$ cat src/rtl/uart_resp_sched.sv
// Transmit scheduler that shares one UART transmitter between a single-byte responder (A)
// and a 16-bit MSB-first status port (B), with round-robin arbitration and inter-byte gap.
module uart_resp_sched #(
    parameter int GAP_CYCLES   = 0,
    parameter int ABORT_CYCLES = 16'hFFFF
) (
    input  logic        clk,
    input  logic        rst,
    input  logic        req_a,
    input  logic [7:0]  data_a,
    input  logic        req_b,
    input  logic [15:0] data_b,
    output logic        busy_a,
    output logic        busy_b,
    output logic        done_a,
    output logic        done_b,
    output logic [1:0]  ovr,
    output logic        tmo,
    input  logic        clr_err,
    output logic        trmt,
    output logic [7:0]  tx_data,
    input  logic        tx_done,
    output logic [2:0]  dbg_state
);
    typedef enum logic [2:0] {
        IDLE    = 3'd0,
        SEND_A  = 3'd1,
        SEND_BH = 3'd2,
        SEND_BL = 3'd3,
        GAP     = 3'd4
    } state_t;

    localparam logic [7:0]  GAP_LAST   = (GAP_CYCLES > 0) ? 8'(GAP_CYCLES - 1) : 8'd0;
    localparam logic [15:0] ABORT_LAST = 16'(ABORT_CYCLES - 1);
    localparam bit          GAP_ZERO   = (GAP_CYCLES == 0);

    state_t      r_state;
    state_t      r_target;
    logic        r_busy_a;
    logic        r_busy_b;
    logic [7:0]  r_data_a;
    logic [15:0] r_data_b;
    logic [7:0]  r_lo;
    logic        r_rr;
    logic        r_trmt;
    logic [7:0]  r_tx_data;
    logic        r_done_a;
    logic        r_done_b;
    logic [1:0]  r_ovr;
    logic        r_tmo;
    logic [7:0]  r_gap_cnt;
    logic [15:0] r_tmo_cnt;

    state_t      w_next;
    logic        w_grant_a;
    logic        w_grant_b;
    logic        w_sending;
    logic        w_timeout;
    logic        w_gap_end;
    logic        w_issue;
    logic [7:0]  w_issue_data;
    logic        w_fin_a;
    logic        w_fin_b;

    // r_rr records the last contested winner (0 = A, 1 = B); the other port wins the next tie.
    always_comb begin
        w_grant_a = 1'b0;
        w_grant_b = 1'b0;
        if (r_state == IDLE) begin
            if (r_busy_a && r_busy_b) begin
                w_grant_a = r_rr;
                w_grant_b = ~r_rr;
            end else begin
                w_grant_a = r_busy_a;
                w_grant_b = r_busy_b;
            end
        end
    end

    assign w_sending = (r_state == SEND_A) || (r_state == SEND_BH) || (r_state == SEND_BL);
    assign w_timeout = w_sending && !tx_done && (r_tmo_cnt == ABORT_LAST);
    assign w_gap_end = (r_state == GAP) && (r_gap_cnt == GAP_LAST);

    always_ff @(posedge clk) begin
        if (rst) begin
            r_state <= IDLE;
        end else begin
            r_state <= w_next;
        end
    end

    always_comb begin
        w_next = r_state;
        case (r_state)
            IDLE: begin
                if (w_grant_b) begin
                    w_next = SEND_BH;
                end else if (w_grant_a) begin
                    w_next = SEND_A;
                end
            end
            SEND_A, SEND_BL: begin
                if (tx_done) begin
                    w_next = GAP_ZERO ? IDLE : GAP;
                end else if (w_timeout) begin
                    w_next = IDLE;
                end
            end
            SEND_BH: begin
                if (tx_done) begin
                    w_next = GAP_ZERO ? SEND_BL : GAP;
                end else if (w_timeout) begin
                    w_next = IDLE;
                end
            end
            GAP: begin
                if (w_gap_end) begin
                    w_next = r_target;
                end
            end
            default: w_next = IDLE;
        endcase
    end

    // Every entry into a SEND state launches exactly one byte.
    always_comb begin
        w_issue = (w_next != r_state) &&
                  ((w_next == SEND_A) || (w_next == SEND_BH) || (w_next == SEND_BL));
        w_issue_data = r_lo;
        if (w_next == SEND_A) begin
            w_issue_data = r_data_a;
        end else if (w_next == SEND_BH) begin
            w_issue_data = r_data_b[15:8];
        end
        w_fin_a = (r_state == SEND_A) && tx_done;
        w_fin_b = (r_state == SEND_BL) && tx_done;
    end

    always_ff @(posedge clk) begin
        if (rst) begin
            r_target  <= IDLE;
            r_busy_a  <= 1'b0;
            r_busy_b  <= 1'b0;
            r_data_a  <= 8'd0;
            r_data_b  <= 16'd0;
            r_lo      <= 8'd0;
            r_rr      <= 1'b0;
            r_trmt    <= 1'b0;
            r_tx_data <= 8'd0;
            r_done_a  <= 1'b0;
            r_done_b  <= 1'b0;
            r_ovr     <= 2'b00;
            r_tmo     <= 1'b0;
            r_gap_cnt <= 8'd0;
            r_tmo_cnt <= 16'd0;
        end else begin
            r_trmt   <= w_issue;
            r_done_a <= w_fin_a;
            r_done_b <= w_fin_b;
            if (w_issue) begin
                r_tx_data <= w_issue_data;
            end

            // A slot being granted this cycle may be refilled by a simultaneous request.
            if (req_a && (!r_busy_a || w_grant_a)) begin
                r_busy_a <= 1'b1;
                r_data_a <= data_a;
            end else if (w_grant_a) begin
                r_busy_a <= 1'b0;
            end
            if (req_b && (!r_busy_b || w_grant_b)) begin
                r_busy_b <= 1'b1;
                r_data_b <= data_b;
            end else if (w_grant_b) begin
                r_busy_b <= 1'b0;
            end
            if (w_grant_b) begin
                r_lo <= r_data_b[7:0];
            end
            if (r_busy_a && r_busy_b && (r_state == IDLE)) begin
                r_rr <= w_grant_b;
            end

            r_ovr[0] <= (req_a && r_busy_a && !w_grant_a) || (r_ovr[0] && !clr_err);
            r_ovr[1] <= (req_b && r_busy_b && !w_grant_b) || (r_ovr[1] && !clr_err);
            r_tmo    <= w_timeout || (r_tmo && !clr_err);

            if ((w_next == GAP) && (r_state != GAP)) begin
                r_gap_cnt <= 8'd0;
                r_target  <= (r_state == SEND_BH) ? SEND_BL : IDLE;
            end else if (r_state == GAP) begin
                r_gap_cnt <= r_gap_cnt + 8'd1;
            end

            if (w_issue) begin
                r_tmo_cnt <= 16'd0;
            end else if (w_sending) begin
                r_tmo_cnt <= r_tmo_cnt + 16'd1;
            end
        end
    end

    assign busy_a    = r_busy_a;
    assign busy_b    = r_busy_b;
    assign done_a    = r_done_a;
    assign done_b    = r_done_b;
    assign ovr       = r_ovr;
    assign tmo       = r_tmo;
    assign trmt      = r_trmt;
    assign tx_data   = r_tx_data;
    assign dbg_state = r_state;
endmodule
$ cat config.mk
export PLATFORM = sky130hd
export DESIGN_NAME = uart_resp_sched
export DESIGN_NICKNAME = d
export VERILOG_FILES = /design/src/rtl/uart_resp_sched.sv
export SDC_FILE = /design/constraint.sdc
export NUM_CORES = 1
export LEC_CHECK = 0
export CORE_MARGIN = 2
export CORE_UTILIZATION = 34
export CTS_CLUSTER_DIAMETER = 150
export CTS_CLUSTER_SIZE = 30
export DETAILED_ROUTE_END_ITERATION = 12
export GPL_TIMING_DRIVEN = 0
export PLACE_DENSITY = 0.57
export SETUP_SLACK_MARGIN = 0.15
export SYNTH_ARGS = -nofsm -noshare
export SYNTH_HDL_FRONTEND = slang
export SYNTH_SLANG_ARGS = --single-unit
$ cat constraint.sdc
create_clock -name clk -period 4.8 [get_ports clk]
set_clock_uncertainty 0.2 [all_clocks]
set_input_delay 0.96 -clock clk [delete_from_list [all_inputs] [get_ports clk]]
set_output_delay 0.96 -clock clk [all_outputs]
set_load 0.01 [all_outputs]
==> run summary <==
Synth unique cells - 48
GR peak layer - met2
F_max - 340 MHz
CTS Buffer Depth - 2
Critical Path RT - 4830 ps
PostCTS Resize Cnt - 0
# DRC - 0
Diode count - 0
Die X - 103 um
GRT Total Usage - 15.2%
Net Sw Frac - 25.1%
P_sw - 0.000364 W
Power share of the clock group - 37.4%
Share of cells above drive strength 1 - 8.68%
Fraction of registers with async set/reset - 0%
CP Capture Type - flop
Ys flop type - dfxtp_1
Combinational share of power - 15.2%
Mean Syn Cell Area - 8.83 um2
Sink Count - 77
Clock latency on the worst-skew pair - 330 ps
Initial DRC Count - 153
Final setup fails - 0
Worst path arrival time - 2970 ps
Hold Crit Depth - 2
Largest net degree at the start of global routing - 13
Cell area power density - 348 nW/um2
DIE AREA - 10500 um2
Max_slew headroom - 51.4%
Pre-Repair DR Iteration Count - 4
Die Span Y - 103 um
Starting Density - 34.5%
Num rows - 36
Setup repair bufs after CTS - 0
Syn Nets - 409
Pint - 0.00109 W
First-pass GRT wire length - 12.4 mm
Hold Crit Class - flop to flop
Clock-pin slew on the worst setup and hold paths - 80 ps
Reg2reg path depth - 8
Via/cell ratio - 4.62
Multi-input logic area - 1640 um2
WS Path Type - input port to flop
IO Port Bufs - 47
Reg power frac - 47.4%
Fill count - 980
Final core occ - 43.5%
Area grow syn2layout - 26.0%
Hpwl dp - 5.58 mm
Vias in the first global route - 2519
WL per Instance - 13.2 um
Register area - 1540 um2
Fin crit share - 61.2%
RSZ-0062 raised after global routing - no
Post-synth EDFFs - 0
Lkg Pwr - 1.59 nW
Nature of the critical path startpoint - input port
CTS Buf Count - 9
Layout net count - 467
CTS tree - done
Clk root buf - clkbuf_8
GRT overflow - 0
Fin Setup TNS - 0 ps
Slew of the pin with the lowest slew margin - 729 ps
Synth Cell Area - 3310 um2
Final WL - 7.52 mm
Area of the core - 9590 um2
Status - complete, no violations
Post-CTS Hold Buffers - 0
Max-cap violations - 0
Vias - 2637
Synth Register Bits - 77
H-tree depth - 3
GR Layer Usage met1 - 21.2%
Post-DRT Antenna Nets - 0
Routability cong. - 0.822
Pins Over Slew Limit - 0
Synthesis warning total - 0
Min cycle time layout - 2940 ps
Peak supply drop - 0.166 mV
CP Max Fanout - 10
Met2 global-route usage - 23.5%
Initial antenna violation count - 0
Sequential share of the synthesized area - 46.6%
Post-Synthesis Cells - 375
# IOs - 49
M3 GR Usage - 3.32%
Final hold vios - 0
==> power groups by stage <==
stage                     registers (W)  logic [W]  clock network (W)
after floorplan                0.000701   0.000138                  0
after global placement         0.000703   0.000220                  0
after detailed placement       0.000703   0.000221                  0
after CTS                      0.000688   0.000222           0.000560
after global routing           0.000692   0.000244           0.000587
final                          0.000688   0.000220           0.000544
==> worst paths after layout <==
| kind | from | slack, ps | endpoint |
|---|---|---|---|
| min reg2reg | r_data_b[0] | 260 | r_data_b[0] |
| max reg2reg | dbg_state[2] | 2260 | tx_data[6] |
| max | tx_done | 1860 | tx_data[0] |
| min | r_data_b[0] | 260 | r_data_b[0] |
==> worst max-delay path, cell delays in order <==
cell and delay [ps]:
clkdlybuf4s50_1 570, nand2_1 70, mux2_2 260, a311o_1 360
and2_4 200, buf_6 140, nand3_1 80, nand3b_1 120
a22o_1 210
==> kinds of logic after synthesis <==
| group | count (synthesis) | share of synthesized area, % |
|---|---|---|
| DFF | 77 | 46.6 |
| buffers and inverters | 25 | 3.93 |
| xor gates and xnor gates | 23 | 6.09 |
| adders and majority gates | 4 | 1.51 |
| AOI/OAI and AO/OA | 67 | 12.9 |
| and+or+nand+nor | 162 | 23.9 |
| muxes | 17 | 5.18 |
==> cells in the final DEF, fill, tap and decap left out, types with 2 or more instances in the layout <==
cell / count
dfxtp_1: 77
nor2_1: 54
nand2_1: 53
clkdlybuf4s50_1: 47
a21oi_1: 29
o21ai_0: 18
mux2i_1: 16
xor2_1: 16
nand3_1: 13
clkbuf_1: 11
clkbuf_8: 11
nand4_1: 8
nand3b_1: 8
a22o_1: 8
inv_1: 7
xnor2_1: 7
buf_6: 4
ha_1: 4
nor3_1: 3
and3_1: 3
nor2b_1: 3
nand3_2: 2
nor4b_1: 2
nand2_2: 2
buf_2: 2
a32oi_1: 2
clkinv_2: 2
bufinv_16: 2
==> per-stage QoR <==
step | std cells | hold WS [ps] | cell area (um2) | total power [W] | worst slack, ps
after floorplan | 375 | 236 | 3310 | 0.000838 | 2250
after global placement | 555 | 247 | 3950 | 0.000923 | 1530
after detailed placement | 555 | 256 | 3950 | 0.000924 | 1530
after CTS | 571 | 266 | 4170 | 0.00147 | 1890
after global routing | 571 | 288 | 4170 | 0.00152 | 1710
final | 571 | 263 | 4170 | 0.00145 | 1860
==> flip-flops by register name, indices dropped and copies added, names as in the netlist, 2 cells and up <==
| register | count |
|---|---|
| r_data_b | 16 |
| r_tmo_cnt | 16 |
| r_data_a | 8 |
| r_gap_cnt | 8 |
| r_lo | 8 |
| tx_data | 8 |
| dbg_state | 3 |
| ovr | 2 |
==> routing by layer <==
| layer | vias up | wire (um) |
|---|---|---|
| met5 | - | 0 |
| met4 | 0 | 54 |
| met3 | 5 | 319 |
| met2 | 45 | 3340 |
| met1 | 1195 | 3810 |
| li1 | 1392 | - |
==> synth_stat cells, types with 2 or more instances <==
cell	number	area, um2
a21oi_1	29	145
a22o_1	8	70.1
a32oi_1	2	17.5
and3_1	3	18.8
buf_2	2	10.0
buf_6	4	45.0
clkbuf_1	10	37.5
dfxtp_1	77	1540
ha_1	4	50.1
inv_1	7	26.3
mux2i_1	16	160
nand2_1	53	199
nand2_2	2	12.5
nand3_1	13	65.1
nand3_2	2	20.0
nand3b_1	8	60.1
nand4_1	8	50.1
nor2_1	54	203
nor2b_1	3	18.8
nor3_1	3	15.0
nor4b_1	2	17.5
o21ai_0	18	90.1
xnor2_1	7	61.3
xor2_1	16	140
==> cell type report <==
cell class	count	share of cell area (%)
multi-input combinational	273	39.3
sequential	77	37.0
timing repair buffer	47	11.3
tap	133	3.99
clock buffer	12	3.72
buffer	18	2.49
clock inverter	4	1.68
inverter	7	0.630
Power figures use the tool's default switching activity.
